[src/rtl/cpu_pkg.sv]
// Shared core constants: datapath width, reset PC, and instruction field layout.
package cpu_pkg;

  localparam int XLEN = 32;
  localparam logic [31:0] RESET_PC = 32'h0;

  localparam int COND_HI  = 31;
  localparam int COND_LO  = 28;
  localparam int OP_HI    = 27;
  localparam int OP_LO    = 26;
  localparam int FUNCT_HI = 25;
  localparam int FUNCT_LO = 20;
  localparam int RD_HI    = 15;
  localparam int RD_LO    = 12;

  typedef enum logic [1:0] {
    OP_DP  = 2'd0,
    OP_MEM = 2'd1,
    OP_BR  = 2'd2,
    OP_RSV = 2'd3
  } op_e;

endpackage

[src/rtl/fetch_fifo.sv]
// Small synchronous FIFO with flush; simultaneous push and pop are allowed even when full.
module fetch_fifo #(
  parameter int WIDTH = 32,
  parameter int DEPTH = 2,
  localparam int PW = (DEPTH > 1) ? $clog2(DEPTH) : 1,
  localparam int CW = $clog2(DEPTH + 1)
) (
  input  logic             clk,
  input  logic             rst_n,
  input  logic             push_i,
  input  logic [WIDTH-1:0] data_i,
  input  logic             pop_i,
  input  logic             flush_i,
  output logic [WIDTH-1:0] data_o,
  output logic [CW-1:0]    count_o,
  output logic             full_o,
  output logic             empty_o
);

  logic [WIDTH-1:0] mem_q [DEPTH];
  logic [PW-1:0]    wr_ptr_q, rd_ptr_q;
  logic [CW-1:0]    count_q;
  logic             do_push, do_pop;

  function automatic logic [PW-1:0] ptr_inc(input logic [PW-1:0] p);
    return (p == PW'(DEPTH - 1)) ? '0 : p + 1'b1;
  endfunction

  assign do_pop  = pop_i && !empty_o;
  assign do_push = push_i && (!full_o || do_pop);

  always_ff @(posedge clk or negedge rst_n) begin
    if (!rst_n) begin
      for (int i = 0; i < DEPTH; i++) mem_q[i] <= '0;
      wr_ptr_q <= '0;
      rd_ptr_q <= '0;
      count_q  <= '0;
    end else if (flush_i) begin
      wr_ptr_q <= '0;
      rd_ptr_q <= '0;
      count_q  <= '0;
    end else begin
      if (do_push) begin
        mem_q[wr_ptr_q] <= data_i;
        wr_ptr_q        <= ptr_inc(wr_ptr_q);
      end
      if (do_pop) rd_ptr_q <= ptr_inc(rd_ptr_q);
      count_q <= count_q + CW'(do_push) - CW'(do_pop);
    end
  end

  assign data_o  = mem_q[rd_ptr_q];
  assign count_o = count_q;
  assign full_o  = (count_q == CW'(DEPTH));
  assign empty_o = (count_q == '0);

endmodule

[src/rtl/instr_fetch.sv]
// Instruction fetch: owns the PC, issues in-order word reads, buffers two returned
// instructions for decode, and discards stale responses after a redirect.
module instr_fetch #(
  parameter int              XLEN     = cpu_pkg::XLEN,
  parameter logic [XLEN-1:0] RESET_PC = XLEN'(cpu_pkg::RESET_PC)
) (
  input  logic            clk,
  input  logic            reset,
  output logic            imem_req_valid,
  input  logic            imem_req_ready,
  output logic [XLEN-1:0] imem_addr,
  input  logic            imem_rsp_valid,
  input  logic [XLEN-1:0] imem_rsp_data,
  input  logic            redirect_valid,
  input  logic [XLEN-1:0] redirect_pc,
  output logic            ir_valid,
  input  logic            ir_ready,
  output logic [XLEN-1:0] ir,
  output logic [XLEN-1:0] ir_pc,
  output logic [XLEN-1:0] pc_plus8,
  output logic [3:0]      cond,
  output logic [1:0]      op,
  output logic [5:0]      funct,
  output logic [3:0]      rd
);
  import cpu_pkg::*;

  logic [XLEN-1:0]   pc_q, pc_d;
  logic [1:0]        outstanding_q, outstanding_d;
  logic [1:0]        drop_cnt_q, drop_cnt_d;
  logic              run_q;
  logic              accept, rsp_seen, rsp_drop, rsp_keep, pop;
  logic [2:0]        slots_used;
  logic [XLEN-1:0]   tag_addr;
  logic [1:0]        tag_count, buf_count;
  logic              tag_full, tag_empty, buf_full, buf_empty;
  logic [2*XLEN-1:0] buf_head;
  logic              unused_ok;

  assign rsp_seen = imem_rsp_valid && (outstanding_q != 2'd0);
  assign rsp_drop = rsp_seen && (drop_cnt_q != 2'd0);
  assign rsp_keep = rsp_seen && (drop_cnt_q == 2'd0) && !tag_empty && !redirect_valid;
  assign pop      = ir_valid && ir_ready && !redirect_valid;

  // A word leaving to decode this cycle frees its slot, which is what lets a
  // 1-cycle memory sustain one instruction per cycle.
  assign slots_used = {1'b0, outstanding_q - drop_cnt_q} + {1'b0, buf_count} - {2'b0, pop};

  assign imem_req_valid = run_q && !redirect_valid && (slots_used < 3'd2)
                          && (outstanding_q != 2'd3) && !tag_full;
  assign accept         = imem_req_valid && imem_req_ready;
  assign imem_addr      = pc_q;

  always_comb begin
    pc_d          = pc_q;
    outstanding_d = outstanding_q + {1'b0, accept} - {1'b0, rsp_seen};
    drop_cnt_d    = drop_cnt_q;
    if (redirect_valid) begin
      pc_d       = redirect_pc;
      drop_cnt_d = outstanding_q - {1'b0, rsp_seen};
    end else begin
      if (accept)   pc_d       = pc_q + XLEN'(4);
      if (rsp_drop) drop_cnt_d = drop_cnt_q - 2'd1;
    end
  end

  // run_q keeps the request channel quiet while reset is held.
  always_ff @(posedge clk or negedge reset) begin
    if (!reset) begin
      pc_q          <= RESET_PC;
      outstanding_q <= '0;
      drop_cnt_q    <= '0;
      run_q         <= 1'b0;
    end else begin
      pc_q          <= pc_d;
      outstanding_q <= outstanding_d;
      drop_cnt_q    <= drop_cnt_d;
      run_q         <= 1'b1;
    end
  end

  fetch_fifo #(.WIDTH(XLEN), .DEPTH(2)) u_tag_q (
    .clk     (clk),
    .rst_n   (reset),
    .push_i  (accept),
    .data_i  (pc_q),
    .pop_i   (rsp_keep),
    .flush_i (redirect_valid),
    .data_o  (tag_addr),
    .count_o (tag_count),
    .full_o  (tag_full),
    .empty_o (tag_empty)
  );

  fetch_fifo #(.WIDTH(2*XLEN), .DEPTH(2)) u_ir_buf (
    .clk     (clk),
    .rst_n   (reset),
    .push_i  (rsp_keep),
    .data_i  ({imem_rsp_data, tag_addr}),
    .pop_i   (pop),
    .flush_i (redirect_valid),
    .data_o  (buf_head),
    .count_o (buf_count),
    .full_o  (buf_full),
    .empty_o (buf_empty)
  );

  assign unused_ok = &{1'b0, tag_count, buf_full};

  assign ir_valid = !buf_empty;
  assign ir       = buf_head[2*XLEN-1:XLEN];
  assign ir_pc    = buf_head[XLEN-1:0];
  assign pc_plus8 = ir_pc + XLEN'(8);
  assign cond     = ir[COND_HI:COND_LO];
  assign op       = ir[OP_HI:OP_LO];
  assign funct    = ir[FUNCT_HI:FUNCT_LO];
  assign rd       = ir[RD_HI:RD_LO];

endmodule

[config.mk]
export PLATFORM = sky130hd
export DESIGN_NAME = instr_fetch
export DESIGN_NICKNAME = d
export VERILOG_FILES = /design/src/rtl/cpu_pkg.sv /design/src/rtl/fetch_fifo.sv /design/src/rtl/instr_fetch.sv
export SDC_FILE = /design/constraint.sdc
export NUM_CORES = 1
export LEC_CHECK = 0
export CAP_MARGIN = 20
export CORE_AREA = 3 3 175 177
export CTS_CLUSTER_SIZE = 40
export DETAILED_ROUTE_END_ITERATION = 7
export DIE_AREA = 0 0 178 180
export DONT_BUFFER_PORTS = 1
export PLACE_DENSITY = 0.51
export SLEW_MARGIN = 40
export SYNTH_ARGS = -nofsm -noshare
export SYNTH_HDL_FRONTEND = slang
export SYNTH_SLANG_ARGS = --single-unit
[constraint.sdc]
create_clock -name clk -period 12.05 [get_ports clk]
set_input_delay 3.0125 -clock clk [delete_from_list [all_inputs] [get_ports clk]]
set_output_delay 3.0125 -clock clk [all_outputs]
set_load 0.005 [all_outputs]
==> run metrics <==
Pint between 1.5 and 2 mW; DP Area 11,900 um2; final setup fails 0; routability congestion estimate 0.765; most frequent cells in the layout 235 x dfrtp_1, 134 x mux2_2, 88 x nand2_1; Synth Net Count 1,095; number of global-route vias before repair 7,480; Worst path top cell family by delay simple AND/OR/NAND/NOR gates; worst-path cell chain nand2_1, nor2_1, ha_1, or2_2, fa_1, and3b_1, nand4_1, inv_2; per-cell routed wire length 19.8 um; grt total ovfl 0; I/O pin count 216; crit path DAT 5.01 ns; sw power 0.764 mW; cts hold-fix bufs 0; Power Dens Cells 200 nW/um2; DRT iter0 DRCs 393; WS Path Type input pin to output pin; CTS tree yes; reg-to-reg endpoint u_tag_q.mem_q[44]; Worst path slowest cell fa_1; die height 180 um; clock power share 33.4%; outcome finished, final reports clean; CTS sink cnt 237; Fin Setup TNS 0 ns; Clk Latency, worst-skew pair 0.53 ns; pin count of the biggest net entering global routing 238; Clock Skews 0.0156 ns; Clock Tree Buf Depth 3; area delta synth->final 10.2%; CTS H-tree depth 1; depth of the worst hold-timing path 1; initial core utilization 39.7%; Least-Margin Pin Slew 0.791 ns; share of layout cells above drive strength 1 20.2%; CTS resizes 0; final period demand of the worst path 8.02 ns; die area 32,000 um2; Mapped Area between 10,000 and 15,000 um2; Tcrit/Tclk final between 60% and 70%; antenna violations before repair 0; ys flop type dfrtp_1; Die X 178 um; P_leak 6.03 nW; Yosys Warn Count 0; Syn Inst Count 1,011; EDFF count, synth 0; FF-to-FF path depth 15; Setup crit start kind input pin; Yosys cell types 65; sequential area share after synthesis around half; CTS buffer count 28; Peak VDD IR a little under 100 uV; routed wire length 27,600 um; CTS clk-pin slew, worst paths 0.06 ns; Seq pwr share roughly 44%; row cnt 63; first-pass GRT wire length between 40,000 and 50,000 um; nets@finish 1,065; r2r startpoint u_ir_buf.count_o[0]; port bufs 0; unrepaired setup endpoints after global routing no; crit-path max FO 11; Final Hold Vio Count 0; Worst Path Required 9.04 ns; crit-path max cell delay 0.47 ns; Gate power share ~22%; Switching Share 29.7%; flip-flop and latch count after synthesis 237; GRT Util Overall 17.2%; post-CTS setup buffers 0; final instance area 12,800 um2; post-route ant nets 0; nature of the critical path endpoint output pin; Core ar. 29,400 um2; hold endpoint u_ir_buf.mem_q[102]; number of diodes 0; Post-route DRC 0; Buf/Inv on CP 1; Post-DP HPWL 18,600 um; most common cell after layout, fill and taps aside dfrtp_1; Post-synth ARST share 100%; startpoint of the worst hold path u_ir_buf.mem_q[102]; average cell area after synthesis about 12 um2; via count 7,335; Hold Crit Class flop to flop; Slew HR 47.3%; Clock Tree Root clkbuf_16; Max Fclk 125 MHz; 1st-pass router iterations 5; reg2reg setup slack between 8 and 9 ns; max-slew violation count 0; Util after Layout approximately 44%; Max Cap Viol 0; via/cell ratio roughly 5.3
==> power by group through the flow <==
stage	registers, mW	logic [mW]	clock network (mW)
2_1_floorplan	1.10	0.505	0
3_3_place_gp	1.15	0.570	0
3_5_place_dp	1.16	0.584	0
4_1_cts	1.14	0.588	0.882
5_1_grt	1.17	0.654	0.923
6_report	1.14	0.575	0.858
==> metrics by stage <==
stage          hold slack (ns)  setup slack (ns)  power [mW]  instances
2_1_floorplan            0.444              3.63        1.60       1011
3_3_place_gp             0.458              4.08        1.72       1339
3_5_place_dp             0.469              4.04        1.74       1341
4_1_cts                  0.484              4.03        2.61       1392
5_1_grt                  0.491              3.89        2.74       1392
6_report                 0.479              4.03        2.57       1392
==> state kept, by name, summed over array words and instances (netlist names) <==
| register | count |
|---|---|
| u_ir_buf.mem_q | 128 |
| u_tag_q.mem_q | 64 |
| imem_addr | 32 |
| drop_cnt_q | 2 |
| outstanding_q | 2 |
| u_ir_buf.count_o | 2 |
| u_tag_q.count_o | 2 |
| run_q | 1 |
| u_ir_buf.rd_ptr_q | 1 |
| u_ir_buf.wr_ptr_q | 1 |
| u_tag_q.rd_ptr_q | 1 |
| u_tag_q.wr_ptr_q | 1 |
==> how the worst max path moves through the flow <==
stage / from / slack, ns / cells after the start / to
floorplan: redirect_valid / 3.63 / 10 / imem_req_valid
global placement: ir_ready / 4.08 / 8 / imem_req_valid
detailed placement: ir_ready / 4.04 / 8 / imem_req_valid
CTS: ir_ready / 4.03 / 8 / imem_req_valid
global route: ir_ready / 3.89 / 8 / imem_req_valid
finish: ir_ready / 4.03 / 8 / imem_req_valid
==> Yosys cell counts, types with 21 or more instances <==
master	number	share of area [%]
a21oi_1	35	1.5
mux2_2	134	13
o21ai_0	53	2.3
dfrtp_1	237	51
xor2_1	23	1.7
inv_1	29	0.93
nand3_1	21	0.90
xnor2_1	30	2.3
nor2_1	51	1.6
mux2_1	58	5.6
nand2_1	89	2.9
mux2i_1	41	3.5
buf_2	22	0.94
==> metal layers <==
metal / vias up / global-route usage, % / wire, um
li1: 3491 / - / -
met1: 3649 / 25.5 / 13300
met2: 155 / 26.1 / 12200
met3: 40 / 3.53 / 1530
met4: 0 / 3.55 / 468
met5: - / 0 / 0
==> cell families after synthesis <==
kind of cell / after synthesis / share of synthesized area (%)
other: 1 / 0.0322
xor gates and xnor gates: 53 / 3.98
muxes: 233 / 22.1
AOI/OAI and AO/OA: 122 / 6.29
and+or+nand+nor: 252 / 11.0
DFF: 237 / 50.9
adders and majority gates: 14 / 1.57
buffers and inverters: 99 / 4.20
==> area by class of cell <==
class,count,area (um2)
Clock buffer,44,862
Clock inverter,7,90.1
Fill cell,2817,16600
Inverter,31,116
Multi-Input combinational cell,675,5250
Sequential cell,237,5940
Tap cell,390,488
Timing Repair Buffer,8,95.1
==> worst reg2reg max path, stage by stage, from the launching register on <==
cell and delay [ns]:
dfrtp_1 0.39, inv_1 0.11, nand2_1 0.11, nand2_1 0.14, nor2_1 0.06, ha_1 0.26
or2_2 0.30, fa_1 0.47, and3b_1 0.17, nand4_1 0.31, nor2_2 0.34, inv_2 0.17
nor2_4 0.13, buf_8 0.20, buf_16 0.18, mux2_2 0.35
Note: power is estimated with default switching activity, not from simulation.
